File: src/rtl/qmult_pipe_if.sv
// qmult_pipe bus: operand/enable inputs and
// result/flag/counter outputs for the multiplier lanes.
interface qmult_pipe_if #(
  parameter int N     = 16,
  parameter int LANES = 4,
  parameter int CNT_W = 16
);
  logic               i_ce;
  logic               i_valid;
  logic [LANES*N-1:0] i_multiplicand;
  logic [LANES*N-1:0] i_multiplier;
  logic               i_clr;
  logic               o_valid;
  logic [LANES*N-1:0] o_result;
  logic [LANES-1:0]   o_ovf;
  logic [CNT_W-1:0]   o_ovf_cnt;

  modport master (
    output i_ce, i_valid, i_multiplicand,
    output i_multiplier, i_clr,
    input  o_valid, o_result, o_ovf, o_ovf_cnt
  );

  modport slave (
    input  i_ce, i_valid, i_multiplicand,
    input  i_multiplier, i_clr,
    output o_valid, o_result, o_ovf, o_ovf_cnt
  );
endinterface

File: src/rtl/qmult_pipe.sv
// Pipelined multi-lane signed Qm.Q multiplier with
// rounding, saturation, overflow flags and event counter.
module qmult_pipe #(
  parameter int N     = 16,
  parameter int Q     = 8,
  parameter int LANES = 4,
  parameter int PIPE  = 2,
  parameter int ROUND = 1,
  parameter int CNT_W = 16
) (
  input logic         i_clk,
  input logic         i_rst,
  qmult_pipe_if.slave bus
);

  localparam int PW = 2 * N;

  localparam logic signed [PW:0] C_ONE = 1;
  localparam logic signed [PW:0] C_RND =
    (ROUND != 0 && Q > 0) ? (C_ONE << (Q > 0 ? Q - 1 : 0)) : '0;
  localparam logic signed [PW:0] C_MAX =
    {{(N + 2){1'b0}}, {(N - 1){1'b1}}};
  localparam logic signed [PW:0] C_MIN =
    {{(N + 2){1'b1}}, {(N - 1){1'b0}}};
  localparam logic [N-1:0] C_MAXN = {1'b0, {(N - 1){1'b1}}};
  localparam logic [N-1:0] C_MINN = {1'b1, {(N - 1){1'b0}}};

  logic [LANES*PW-1:0] w_prod_bus;
  logic [LANES*PW-1:0] w_sat_bus;
  logic [LANES*N-1:0]  w_res_bus;
  logic [LANES-1:0]    w_ovf;
  logic                w_v_in;
  logic                w_inc;

  logic                r_vout;
  logic [LANES*N-1:0]  r_res;
  logic [LANES-1:0]    r_ovf;
  logic [CNT_W-1:0]    r_cnt;

  for (genvar k = 0; k < LANES; k++) begin : g_lane
    logic signed [N-1:0]  w_a;
    logic signed [N-1:0]  w_b;
    logic signed [PW-1:0] w_p;
    logic signed [PW:0]   w_ext;
    logic signed [PW:0]   w_sum;
    logic signed [PW:0]   w_r;
    logic                 w_hi;
    logic                 w_lo;

    assign w_a = bus.i_multiplicand[k*N +: N];
    assign w_b = bus.i_multiplier[k*N +: N];
    assign w_p = PW'(w_a) * PW'(w_b);
    assign w_prod_bus[k*PW +: PW] = w_p;

    // one extra bit keeps the rounding add from wrapping
    assign w_ext = (PW + 1)'(signed'(w_sat_bus[k*PW +: PW]));
    assign w_sum = w_ext + C_RND;
    assign w_r   = w_sum >>> Q;
    assign w_hi  = w_r > C_MAX;
    assign w_lo  = w_r < C_MIN;

    assign w_res_bus[k*N +: N] =
      w_hi ? C_MAXN : (w_lo ? C_MINN : w_r[N-1:0]);
    assign w_ovf[k] = w_hi | w_lo;
  end

  if (PIPE == 1) begin : g_p1
    assign w_sat_bus = w_prod_bus;
    assign w_v_in    = bus.i_valid;
  end else begin : g_pn
    logic [LANES*PW-1:0] r_pd [PIPE-1];
    logic                r_vd [PIPE-1];

    // product register followed by plain delay stages
    always_ff @(posedge i_clk or posedge i_rst) begin
      if (i_rst) begin
        for (int s = 0; s < PIPE - 1; s++) begin
          r_pd[s] <= '0;
          r_vd[s] <= 1'b0;
        end
      end else if (bus.i_ce) begin
        r_pd[0] <= w_prod_bus;
        r_vd[0] <= bus.i_valid;
        for (int s = 1; s < PIPE - 1; s++) begin
          r_pd[s] <= r_pd[s-1];
          r_vd[s] <= r_vd[s-1];
        end
      end
    end

    assign w_sat_bus = r_pd[PIPE-2];
    assign w_v_in    = r_vd[PIPE-2];
  end

  // output stage: rounded/saturated result, flags gated by valid
  always_ff @(posedge i_clk or posedge i_rst) begin
    if (i_rst) begin
      r_vout <= 1'b0;
      r_res  <= '0;
      r_ovf  <= '0;
    end else if (bus.i_ce) begin
      r_vout <= w_v_in;
      r_res  <= w_res_bus;
      r_ovf  <= w_v_in ? w_ovf : '0;
    end
  end

  assign w_inc = bus.i_ce & w_v_in & (|w_ovf);

  // saturating count of overflowing beats; clear wins
  always_ff @(posedge i_clk or posedge i_rst) begin
    if (i_rst) begin
      r_cnt <= '0;
    end else if (bus.i_clr) begin
      r_cnt <= '0;
    end else if (w_inc && r_cnt != '1) begin
      r_cnt <= r_cnt + CNT_W'(1);
    end
  end

  assign bus.o_valid   = r_vout;
  assign bus.o_result  = r_res;
  assign bus.o_ovf     = r_ovf;
  assign bus.o_ovf_cnt = r_cnt;

endmodule

File: src/flat_wrapper.sv
// flat-port wrapper written by rule: the top's interface ports become plain ports
module qmult_pipe_flat 
#(
  parameter int N     = 16,
  parameter int Q     = 8,
  parameter int LANES = 4,
  parameter int PIPE  = 2,
  parameter int ROUND = 1,
  parameter int CNT_W = 16
)
  (i_clk, i_rst, bus_i_ce, bus_i_valid, bus_i_multiplicand, bus_i_multiplier, bus_i_clr, bus_o_valid, bus_o_result, bus_o_ovf, bus_o_ovf_cnt);
  qmult_pipe_if #(.N(N), .LANES(LANES), .CNT_W(CNT_W)) bus_i ();
  input logic i_clk;
  input logic i_rst;
  input wire logic [$bits(bus_i.i_ce)-1:0] bus_i_ce;
  input wire logic [$bits(bus_i.i_valid)-1:0] bus_i_valid;
  input wire logic [$bits(bus_i.i_multiplicand)-1:0] bus_i_multiplicand;
  input wire logic [$bits(bus_i.i_multiplier)-1:0] bus_i_multiplier;
  input wire logic [$bits(bus_i.i_clr)-1:0] bus_i_clr;
  output wire logic [$bits(bus_i.o_valid)-1:0] bus_o_valid;
  output wire logic [$bits(bus_i.o_result)-1:0] bus_o_result;
  output wire logic [$bits(bus_i.o_ovf)-1:0] bus_o_ovf;
  output wire logic [$bits(bus_i.o_ovf_cnt)-1:0] bus_o_ovf_cnt;
  assign bus_i.i_ce = bus_i_ce;
  assign bus_i.i_valid = bus_i_valid;
  assign bus_i.i_multiplicand = bus_i_multiplicand;
  assign bus_i.i_multiplier = bus_i_multiplier;
  assign bus_i.i_clr = bus_i_clr;
  assign bus_o_valid = bus_i.o_valid;
  assign bus_o_result = bus_i.o_result;
  assign bus_o_ovf = bus_i.o_ovf;
  assign bus_o_ovf_cnt = bus_i.o_ovf_cnt;
  qmult_pipe #(.N(N), .Q(Q), .LANES(LANES), .PIPE(PIPE), .ROUND(ROUND), .CNT_W(CNT_W)) u_core (.i_clk(i_clk), .i_rst(i_rst), .bus(bus_i));
endmodule
File: config.mk
export PLATFORM = sky130hd
export DESIGN_NAME = qmult_pipe_flat
export DESIGN_NICKNAME = d
export VERILOG_FILES = /design/src/rtl/qmult_pipe_if.sv /design/src/rtl/qmult_pipe.sv /design/src/flat_wrapper.sv
export SDC_FILE = /design/constraint.sdc
export NUM_CORES = 2
export LEC_CHECK = 0
export ABC_CLOCK_PERIOD_IN_PS = 13300
export BUFFER_PORTS_ARGS = -buffer_cell sky130_fd_sc_hd__buf_2
export CORE_MARGIN = 3
export CORE_UTILIZATION = 45
export CTS_CLUSTER_SIZE = 24
export DETAILED_ROUTE_END_ITERATION = 10
export PLACE_DENSITY = 0.69
export SYNTH_ARGS = -nofsm -noshare
export SYNTH_HDL_FRONTEND = slang
export SYNTH_SLANG_ARGS = --single-unit
File: constraint.sdc
create_clock -name i_clk -period 13.3 [get_ports i_clk]
set_clock_uncertainty 0.15 [all_clocks]
set_input_delay 1.995 -clock i_clk [delete_from_list [all_inputs] [get_ports i_clk]]
set_output_delay 1.995 -clock i_clk [all_outputs]
set_load 0.01 [all_outputs]
==> summary.md <==
| Metric | Value |
|---|---|
| Slew headroom | around a quarter |
| Most used routing layer in global routing | met2 |
| Worst-path clk slew | 70 ps |
| TNS Setup | 0 ps |
| Vias in the first global route | 35940 |
| Chip height | 330.5 µm |
| Vias | 33590 |
| CTS tree | done |
| Fin. max-slew vios | 0 |
| M3 GR Usage | ~3.6% |
| Syn_nets | approximately 6500 |
| Global placement routability congestion | 0.9011 |
| Fraction of layout instances using a drive strength above 1 | roughly 6.8% |
| Die Area | ~110000 µm² |
| DR vias/cell | between 5 and 6 |
| Synth Cell Area | 47400 µm² |
| Slowest CP cell | fa_1 |
| Nets | 6600 |
| Initial Utilization | 45.54% |
| Cts repair resizes | 0 |
| Hold Crit Class | register to register |
| Initial antenna violation count | 2 |
| Num CTS Buffers | 17 |
| Area Overhead vs Synth | 5.786% |
| Num rows | approximately 120 |
| Clk buf depth | 2 |
| Clock sinks | 186 |
| Hold Vio Cnt, Final | 0 |
| Post CTS Setup Buffer Count | 0 |
| Crit-path max FO | 16 |
| Async set or reset register ratio after synthesis | 100.0% |
| Syn Inst Count | slightly above 5000 |
| TritonRoute pass-1 iters | 5 |
| Tot GR Track Use | 20.97% |
| RSZ-0062 raised after global routing | no |
| DR DRC count | 0 |
| Startpoint type of the worst setup path | input port |
| Setup violations, final | 0 |
| Max-Cap Viols | 0 |
| Global-route wire length before repair | approximately 180 mm |
| IO Port Bufs | 217 |
| Die width | approximately 330 µm |
| Cell variety after synth | 75 |
| CP arrival | 8400 ps |
| Register bit total from synthesis | 186 |
| Number of DRC markers in iteration 0 | 1790 |
| Congestion Overflow GR | 0 |
| Critical path class | input port to register |
| Post-synth EDFFs | 0 |
| Core ar. | 104100 µm² |
| Worst path most repeated cell | fa_1 |
| Critical path endpoint category | register |
| Worst EP required | 13490 ps |
| H-tree level count | 4 |
| Routed Wire Length | ~110 mm |
| Warnings from Yosys | 0 |
| Top Ports | 218 |
| Tmin final | 8207 ps |
| Met2 Track Usage GR | 35.60% |
| Worst-Margin Slew | 1120 ps |
| Most frequent cells in the layout | 1166 x inv_1, 1044 x fa_1, 549 x nand2_1 |
| Largest stage delay, worst path | 910 ps |
| Status | completed |
| Antenna Nets Post-Route | 0 |
| Routed WL per cell | between 15 and 20 µm |
| DP HPWL | 90.74 mm |
| Top FF cell, synth | dfrtp_1 |
| Largest net degree at the start of global routing | 115 |
| GR Layer Usage met1 | 28.33% |
| Most common cell after layout, fill and taps aside | inv_1 |
| Critical path, cell by cell | buf_2, nand2_1, inv_1, fa_1, fa_1, fa_1, fa_1, fa_1, inv_1, fa_1, inv_1, ha_1, a21o_1, a21o_1, a21oi_1, o2111ai_1, o211ai_1, a21oi_1, a21o_1, xor2_1, mux2_2 |
| CTS Root Cell | clkbuf_16 |
| Mean Syn Cell Area | 9.393 µm² |
| FMAX | 121.8 MHz |
| Skew-Pair Late Insertion Delay | 450 ps |
| Final period utilization | around 60% |
| Cts hold-fix bufs | 0 |
| Post-synthesis sequential area ratio | about a tenth |
[logic make-up after synthesis]
group / after synthesis / synth area share [%]
compound gates: 381 / 5.269
fa+ha+maj: 1365 / 52.57
flops: 186 / 9.820
simple gates: 1471 / 15.73
xor+xnor: 193 / 3.566
buf+inv: 1353 / 10.76
mux: 97 / 2.289
[worst paths after layout]
kind,to,from,depth (start not counted),slack (ps)
min,u_core.bus.o_result[55],u_core.bus.o_result[55],1,340
min in group asynchronous,u_core.bus.o_ovf_cnt[0],i_rst,2,1530
max in group asynchronous,u_core.g_pn.r_pd[57],i_rst,3,9900
min reg2reg,u_core.bus.o_result[55],u_core.bus.o_result[55],1,340
max reg2reg,u_core.bus.o_ovf_cnt[0],u_core.g_pn.r_pd[104],11,9160
max,u_core.g_pn.r_pd[93],bus_i_multiplier[33],21,5090
[stage by stage]
| stage | instance area (µm²) | cells | utilization, % | worst slack, ps | hold WS (ps) |
|---|---|---|---|---|---|
| 2_1_floorplan | 47400 | 5046 | - | 5238 | 327.9 |
| 3_3_place_gp | 49550 | 6463 | 47.60 | 4786 | 307.7 |
| 3_5_place_dp | 49550 | 6463 | 47.60 | 4642 | 314.7 |
| 4_1_cts | 50140 | 6495 | 48.17 | 5134 | 341.7 |
| 5_1_grt | 50140 | 6495 | 48.17 | 4742 | 358.9 |
| 6_report | 50140 | 6496 | 48.17 | 5093 | 337.6 |
[state kept, by name (all words and copies together), names as in the netlist]
signal                cells
u_core.bus.o_ovf_cnt     16
u_core.g_pn.r_pd        100
u_core.bus.o_ovf          4
u_core.bus.o_valid        1
u_core.bus.o_result      64
u_core.g_pn.r_vd          1
[Yosys cell counts, types with 21 or more instances]
cell,count,area share [%]
inv_1,1168,9.2
a21o_1,21,0.33
clkbuf_1,172,1.4
xnor2_1,145,2.7
xor2_1,48,0.89
fa_1,1044,44
and2_1,498,6.6
nand4_1,32,0.42
o211ai_1,49,0.78
and3_1,21,0.28
o21ai_0,62,0.65
dfrtp_1,186,9.8
mux2_2,74,1.8
nand3_1,55,0.58
nor2b_1,34,0.45
o21a_1,50,0.79
nand2_1,549,4.3
nor2_1,156,1.2
ha_1,321,8.5
nand2b_1,32,0.42
a21oi_1,100,1.1
[routing by layer]
metal	routed length [µm]	part of all wire (%)
met1	46710	43
met2	53350	49
met3	7135	6.5
met4	2315	2.1
met5	0	0
[worst max-delay path, delay by kind of cell]
family          cells  cell delay, ps
buf+inv             4             530
mux                 1             260
xor+xnor            1             140
simple gates        1             160
compound gates      7            1520
fa+ha+maj           7            3790
[area by class of cell]
class / instances / area, µm²
Antenna cell: 1 / 2.502
Timing Repair Buffer: 222 / 1132
Sequential cell: 186 / 4654
Inverter: 1168 / 4392
Multi-Input combinational cell: 3507 / 37640
Clock buffer: 20 / 456.7
Fill cell: 9821 / 53950
Clock inverter: 12 / 132.6
Tap cell: 1380 / 1727
Power is left out: the tool's default activity adds up to more than one toggle a clock period on the data nets, which glitch-free logic cannot reach.
